--- src/rtl/alu_muldiv.sv ---
// alu_muldiv: EX-stage ALU with an iterative unsigned multiply/divide unit,
// architectural HI/LO registers and valid/ready handshakes on both sides.
// Single-cycle ops complete at the accept edge. MULTU and DIVU (non-zero
// divisor) take WIDTH further edges, one shift-add or shift-subtract step
// per edge.
module alu_muldiv #(
  parameter int WIDTH = 32
) (
  input  logic             clk,
  input  logic             reset,
  input  logic             in_valid,
  output logic             in_ready,
  input  logic [WIDTH-1:0] data1,
  input  logic [WIDTH-1:0] data2,
  input  logic [3:0]       ctrl,
  output logic             out_valid,
  input  logic             out_ready,
  output logic [WIDTH-1:0] result,
  output logic             zero,
  output logic [WIDTH-1:0] hi,
  output logic [WIDTH-1:0] lo,
  output logic             busy
);

  localparam int CNTW = $clog2(WIDTH) + 1;

  localparam logic [3:0] OP_AND   = 4'b0000;
  localparam logic [3:0] OP_OR    = 4'b0001;
  localparam logic [3:0] OP_ADD   = 4'b0010;
  localparam logic [3:0] OP_SUB   = 4'b0110;
  localparam logic [3:0] OP_SLT   = 4'b0111;
  localparam logic [3:0] OP_MULTU = 4'b1000;
  localparam logic [3:0] OP_DIVU  = 4'b1001;
  localparam logic [3:0] OP_MFHI  = 4'b1010;
  localparam logic [3:0] OP_MFLO  = 4'b1011;
  localparam logic [3:0] OP_XOR   = 4'b1100;
  localparam logic [3:0] OP_NOR   = 4'b1101;

  typedef enum logic [1:0] {IDLE, MUL, DIV} state_t;

  state_t            state_q, state_d;
  logic [CNTW-1:0]   cnt_q;
  // Multiplicand (MUL) or divisor (DIV).
  logic [WIDTH-1:0]  opnd_q;
  // MUL: {acc_hi, acc_lo} is the shifting partial product / multiplier.
  // DIV: acc_hi is the partial remainder, acc_lo shifts dividend out and
  // quotient bits in.
  logic [WIDTH-1:0]  acc_hi_q, acc_lo_q;

  logic              accept;
  logic              last_step;
  logic              start_iter;
  logic              is_div;
  logic              load_res;
  logic              load_hilo;
  logic [WIDTH-1:0]  res_d, hi_d, lo_d;
  logic [WIDTH-1:0]  alu_res;
  logic [WIDTH:0]    mul_sum;
  logic [WIDTH:0]    div_shift, div_diff;
  logic [WIDTH-1:0]  step_hi, step_lo;

  assign in_ready  = (state_q == IDLE) && (!out_valid || out_ready);
  assign accept    = in_valid && in_ready;
  assign busy      = (state_q != IDLE);
  assign last_step = (cnt_q == CNTW'(WIDTH - 1));
  assign is_div    = (ctrl == OP_DIVU);

  // Single-cycle ALU result for the incoming operation.
  always_comb begin
    unique case (ctrl)
      OP_AND:  alu_res = data1 & data2;
      OP_OR:   alu_res = data1 | data2;
      OP_ADD:  alu_res = data1 + data2;
      OP_SUB:  alu_res = data1 - data2;
      OP_SLT:  alu_res = {{(WIDTH-1){1'b0}}, ($signed(data1) < $signed(data2))};
      OP_XOR:  alu_res = data1 ^ data2;
      OP_NOR:  alu_res = ~(data1 | data2);
      OP_MFHI: alu_res = hi;
      OP_MFLO: alu_res = lo;
      default: alu_res = '0;
    endcase
  end

  // One multiply or divide iteration applied to the current accumulators.
  always_comb begin
    mul_sum   = {1'b0, acc_hi_q} + (acc_lo_q[0] ? {1'b0, opnd_q} : '0);
    div_shift = {acc_hi_q, acc_lo_q[WIDTH-1]};
    div_diff  = div_shift - {1'b0, opnd_q};
    step_hi   = acc_hi_q;
    step_lo   = acc_lo_q;
    if (state_q == MUL) begin
      step_hi = mul_sum[WIDTH:1];
      step_lo = {mul_sum[0], acc_lo_q[WIDTH-1:1]};
    end else if (state_q == DIV) begin
      if (!div_diff[WIDTH]) begin
        step_hi = div_diff[WIDTH-1:0];
        step_lo = {acc_lo_q[WIDTH-2:0], 1'b1};
      end else begin
        step_hi = div_shift[WIDTH-1:0];
        step_lo = {acc_lo_q[WIDTH-2:0], 1'b0};
      end
    end
  end

  // Next-state and completion decode.
  always_comb begin
    // NOTE: every signal written here gets a default first so no path can
    // hold its old value, which is what would otherwise infer a latch.
    state_d    = state_q;
    start_iter = 1'b0;
    load_res   = 1'b0;
    load_hilo  = 1'b0;
    res_d      = '0;
    hi_d       = hi;
    lo_d       = lo;
    unique case (state_q)
      IDLE: begin
        if (accept) begin
          if (ctrl == OP_MULTU) begin
            state_d    = MUL;
            start_iter = 1'b1;
          end else if (is_div && (data2 != '0)) begin
            state_d    = DIV;
            start_iter = 1'b1;
          end else if (is_div) begin
            load_res  = 1'b1;
            res_d     = '1;
            load_hilo = 1'b1;
            hi_d      = data1;
            lo_d      = '1;
          end else begin
            load_res = 1'b1;
            res_d    = alu_res;
          end
        end
      end
      MUL, DIV: begin
        if (last_step) begin
          state_d   = IDLE;
          load_res  = 1'b1;
          res_d     = step_lo;
          load_hilo = 1'b1;
          hi_d      = step_hi;
          lo_d      = step_lo;
        end
      end
      default: state_d = IDLE;
    endcase
  end

  // State register.
  always_ff @(posedge clk) begin
    // NOTE: clocked blocks use non-blocking assignments only, so every
    // register samples the pre-edge values regardless of statement order.
    if (reset) state_q <= IDLE;
    else       state_q <= state_d;
  end

  // Datapath, output and HI/LO registers.
  always_ff @(posedge clk) begin
    if (reset) begin
      // NOTE: the iteration registers are cleared along with the outputs so
      // an aborted multiply/divide leaves nothing behind.
      result    <= '0;
      zero      <= 1'b1;
      out_valid <= 1'b0;
      hi        <= '0;
      lo        <= '0;
      opnd_q    <= '0;
      acc_hi_q  <= '0;
      acc_lo_q  <= '0;
      cnt_q     <= '0;
    end else begin
      if (start_iter) begin
        opnd_q   <= is_div ? data2 : data1;
        acc_lo_q <= is_div ? data1 : data2;
        acc_hi_q <= '0;
        cnt_q    <= '0;
      end else if (state_q != IDLE) begin
        acc_hi_q <= step_hi;
        acc_lo_q <= step_lo;
        cnt_q    <= cnt_q + CNTW'(1);
      end

      if (load_res) begin
        result    <= res_d;
        zero      <= (res_d == '0);
        out_valid <= 1'b1;
      end else if (out_ready) begin
        out_valid <= 1'b0;
      end

      if (load_hilo) begin
        hi <= hi_d;
        lo <= lo_d;
      end
    end
  end

endmodule

--- config.mk ---
export PLATFORM = sky130hd
export DESIGN_NAME = alu_muldiv
export DESIGN_NICKNAME = d
export VERILOG_FILES = /design/src/rtl/alu_muldiv.sv
export SDC_FILE = /design/constraint.sdc
export NUM_CORES = 1
export LEC_CHECK = 0
export ABC_AREA = 1
export ABC_CLOCK_PERIOD_IN_PS = 2900
export BUFFER_PORTS_ARGS = -buffer_cell sky130_fd_sc_hd__buf_2
export CAP_MARGIN = 20
export CORE_MARGIN = 2
export CORE_UTILIZATION = 57
export CTS_CLUSTER_DIAMETER = 40
export DETAILED_ROUTE_END_ITERATION = 12
export PLACE_DENSITY = 0.88
export SLEW_MARGIN = 20
export SYNTH_ARGS = -nofsm -noshare
export SYNTH_HDL_FRONTEND = slang
export SYNTH_SLANG_ARGS = --single-unit
--- constraint.sdc ---
create_clock -name clk -period 2.9 [get_ports clk]
set_input_delay 0.435 -clock clk [delete_from_list [all_inputs] [get_ports clk]]
set_output_delay 0.435 -clock clk [all_outputs]
set_load 0.02 [all_outputs]
==> results of run 1 <==
logic make-up after synthesis:
kind of cell / after synthesis / share of synthesized area
AOI/OAI and AO/OA: 862 / 0.226
xor gates and xnor gates: 43 / 0.0174
adders and majority gates: 172 / 0.101
buffers and inverters: 738 / 0.133
DFF: 202 / 0.187
and+or+nand+nor: 1766 / 0.337
Yosys cell counts (all sizes together) (44+ instances only):
library cell,number
o21ai,353
nor2,304
inv,563
o211ai,44
a21oi,301
dfxtp,202
buf,72
nand4,61
clkbuf,102
nand3,203
ha,168
nand2,1111
routing by layer:
metal  GRT usage  overflow
met4       0.818       135
met1       0.824        35
met3       0.766        45
met2       0.938       245
met5       0.619         2
metrics by stage:
step / hold slack [ns] / utilization
after global placement: 0.464 / 0.700
after CTS: 0.210 / 0.739
after detailed placement: 0.473 / 0.700
after floorplan: 0.454 / -
what timing repair did:
action / in CTS
pin swaps: 18
setup buffers: 4
setup endpoints to repair: 59
gates resized for setup: 66
gates cloned: 1
==> results by group, run 1 <==
Outcome
  • Status: did not finish
  • Failed at: global routing (5_1_grt)
  • Tool error: [ERROR GRT-0232] Routing congestion too high. Check the congestion heatmap in the GUI.

Floorplan
  • Die width: 199 µm
  • Boundary Pins: 172
  • Initial Utilization: 0.577
  • Rows: 71
  • Die Height: 199 µm

Yosys
  • Syn Std Cell Area: 0.0216 mm²
  • Number of synthesized flops with an enable pin: 0
  • Yosys warnings: 0
  • Post-Syn Instances: 3783
  • Synth async-reset ratio: 0
  • Synth Register Bits: 202
  • Top-area cell type share of the netlist area: 0.192
  • Syn nets: 4027
  • Unique masters post-synth: 57
  • Syn avg cell area: 5.72 µm²
  • Synth Flop Type: dfxtp_1
  • Synth area leader: nand2_1
  • Seq/Total Area, Yosys: 0.187
  • Top post-synthesis cells by area: nand2_1 (19%), dfxtp_1 (19%), ha_1 (9.7%)

Clocking
  • Hold_buf cts: 0
  • CTS max path bufs: 3
  • Root Buffer: clkbuf_16
  • H-tree levels: 2
  • Inserted Clock Buffers: 34
  • Clock sinks: 202

Global routing
  • Total gr overflow: 462
  • Largest net degree at the start of global routing: 97
  • Gr usage total: 0.837

Place
  • Post-DP HPWL: 78700 µm
  • Placed Area: 0.0262 mm²
  • Pre-CTS WS: -0.223 ns
  • Port buffer count: 171
  • Routability-driven placement congestion ratio: 1.33
  • DP Cell Count: 4766

STA
  • Worst endpoint type: sequential cell input
  • Worst_ep grt: hi[31]$_SDFFE_PP0P_/D
==> run 2, diff against run 1 <==
--- a/config.mk
+++ b/config.mk
@@ -6,14 +6,13 @@
 export NUM_CORES = 1
 export LEC_CHECK = 0
 export ABC_AREA = 1
-export ABC_CLOCK_PERIOD_IN_PS = 2900
+export ABC_CLOCK_PERIOD_IN_PS = 3800
 export BUFFER_PORTS_ARGS = -buffer_cell sky130_fd_sc_hd__buf_2
 export CAP_MARGIN = 20
 export CORE_MARGIN = 2
-export CORE_UTILIZATION = 57
-export CTS_CLUSTER_DIAMETER = 40
+export CORE_UTILIZATION = 40
 export DETAILED_ROUTE_END_ITERATION = 12
-export PLACE_DENSITY = 0.88
+export PLACE_DENSITY_LB_ADDON = 0.15
 export SLEW_MARGIN = 20
 export SYNTH_ARGS = -nofsm -noshare
 export SYNTH_HDL_FRONTEND = slang
==> constraint.sdc (replaced) <==
create_clock -name clk -period 3.8 [get_ports clk]
set_input_delay 0.57 -clock clk [delete_from_list [all_inputs] [get_ports clk]]
set_output_delay 0.57 -clock clk [all_outputs]
set_load 0.02 [all_outputs]
==> results by group, run 2 <==
Yosys
  • Number of synthesized flops with an enable pin: 0
  • Top-area cell type share of the netlist area: 0.192
  • Synth Flop Type: dfxtp_1
  • Post-Syn Instances: 3783
  • Syn nets: 4027
  • Syn avg cell area: 5.72 µm²
  • Synth async-reset ratio: 0
  • Unique masters post-synth: 57
  • Most frequent cells after synthesis: nand2_1 (1104), inv_1 (553), o21ai_0 (334)
  • Top-count cell post-synth: nand2_1
  • Syn Std Cell Area: 0.0216 mm²
  • Synth area leader: nand2_1
  • Seq/Total Area, Yosys: 0.187
  • Synth Register Bits: 202
  • Yosys warnings: 0
  • Top post-synthesis cells by area: nand2_1 (19%), dfxtp_1 (19%), ha_1 (9.7%)

Worst setup path
  • CP Class: reg -> reg
  • Worst R2R End: hi[29]
  • CP Max Fanout: 21
  • Crit path launch type: flip-flop
  • CP required: 4.22 ns
  • Endpoint class of the critical path: flip-flop
  • Worst r2r src: acc_lo_q[0]
  • FF-to-FF path depth: 17
  • Critical path arrival: 4.01 ns
  • Worst R2R Setup Slack: 0.21 ns

Floorplan
  • Die Height: 237 µm
  • Die ar.: 0.0560 mm²
  • Die width: 237 µm
  • Boundary Pins: 172
  • Initial Utilization: 0.404
  • Core area: 0.0536 mm²
  • Rows: 85

Clocking
  • Clock latency on the worst-skew pair: 0.58 ns
  • Root Buffer: clkbuf_16
  • Clock transition at the registers of the reported paths: 0.07 ns
  • CTS tree: yes
  • CTS max path bufs: 3
  • Inserted Clock Buffers: 26
  • H-tree levels: 1
  • Hold_buf cts: 0
  • Post-CTS Setup Bufs: 0
  • Clock sinks: 202

Hold path
  • Min-delay src: out_ready
  • Hold crit path type: in -> reg
  • Hold EP: out_valid
  • Hold Path Depth: 4

STA
  • Setup Skew: 0.0156 ns
  • Final hold vios: 0
  • Period utilization: 0.945
  • Worst-case hold slack: 0.271 ns
  • Final setup TNS: 0 ns
  • Worst-margin pin slew: 1.03 ns
  • Final setup fails: 0
  • RSZ-0062 raised after global routing: false
  • Minimum clock period: 3.59 ns
  • Max Freq: 279 MHz
  • Slew margin rel.: 0.304
  • Slew Limit Fails: 0

Pwr
  • Total power: 0.0146 W
  • Pwr/cell area: 595 mW/mm²
  • LEAKAGE: 12.5 nW
  • Worst VDD drop: 0.940 mV

Final layout
  • Most frequent cells in the layout: nand2_1 (1103), inv_1 (552), o21ai_0 (334)
  • Share of cells above drive strength 1: 0.0969
  • Core Util, Final: 0.457
  • Nets: 4165
  • Area grow syn2layout: 13.2%
  • Most common cell after layout, fill and taps aside: nand2_1

Global routing
  • Antenna violations before repair: 4
  • Gr usage total: 0.393
  • Largest net degree at the start of global routing: 87
  • First-pass GRT wire length: 164000 µm
  • Vias in the first global route: 24.8k
  • Total gr overflow: 0

Drt
  • Vias per cell: 5.67
  • Post-Route WL: 113000 µm
  • Drt wl/cell: 24.4 µm
  • Via count: 26.3k
  • # DRC: 0
  • Antenna viol nets, final: 0
  • Pre-antenna DRT Iters: 6
  • Initial DRC count: 2981

Place
  • Routability-driven placement congestion ratio: 1.07
  • Port buffer count: 171
  • Post-DP HPWL: 92000 µm

Outcome
  • Status: completed

Run
  • Max Cap Viol: 0
[run 2: cell counts after synthesis]
Identical to the previous run, type by type.
[run 2: logic make-up after synthesis]
logic type      Yosys count  share of synthesized area
compound gates          862                      0.226
flops                   202                      0.187
simple gates           1766                      0.337
buf+inv                 738                      0.133
fa+ha+maj               172                      0.101
xor+xnor                 43                     0.0174
[run 2: power by group]
group	internal (W)	leakage [nW]	switching [W]
clock	0.00154	0.439	0.00115
sequential	0.00245	1.64	0.000323
combinational	0.00279	10.4	0.00633
[run 2: layer usage]
metal	vias to the layer above	track usage	wire length, µm
met4	4	0.206	6990
met1	12200	0.520	47400
met3	251	0.0631	9960
met2	1221	0.616	48900
met5	-	0	23
li1	12600	-	-
[run 2: final cells by class]
class | instances | area (µm²)
Antenna cell | 2 | 5.00
Clock buffer | 31 | 699
Clock inverter | 17 | 213
Fill cell | 5972 | 29100
Inverter | 564 | 2120
Multi-Input combinational cell | 2843 | 14800
Sequential cell | 202 | 4050
Tap cell | 696 | 871
Timing Repair Buffer | 284 | 1780
[run 2: stage by stage]
stage / worst slack [ns] / instances / cell area [µm²]
after floorplan: 0.878 / 3783 / 21600
after CTS: 0.178 / 4637 / 24500
after detailed placement: 0.179 / 4589 / 23600
after global placement: 0.121 / 4589 / 23600
after global routing: 0.0167 / 4638 / 24500
final: 0.210 / 4639 / 24500
[run 2: worst max path at each step]
stage / from / endpoint / depth (start not counted)
2_1_floorplan: acc_lo_q[0] / hi[17] / 20
3_3_place_gp: data1[2] / zero / 21
3_5_place_dp: data2[3] / zero / 25
4_1_cts: acc_lo_q[0] / hi[29] / 17
5_1_grt: acc_lo_q[0] / hi[29] / 17
6_report: acc_lo_q[0] / hi[29] / 17
[run 2: worst max-delay path: stages, from the launching register on]
cell      delay (ns)
dfxtp_2         0.51
buf_4           0.34
nand2_1         0.09
inv_1           0.06
ha_1            0.22
nand2_1         0.17
nor4_1          0.55
nand3_1         0.25
nand3_1         0.21
nand2_1         0.07
o211ai_1        0.14
nand4_1         0.19
nand2_1         0.10
nand2_1         0.05
nand3_1         0.08
nand3_1         0.20
nand2_1         0.13
a21oi_1         0.07
[run 2: what timing repair did]
item                                   CTS  global route
endpoints found under the hold margin    0             0
resized for setup                        0             1
setup endpoints to repair                0             2
(Power assumes the default switching activity.)
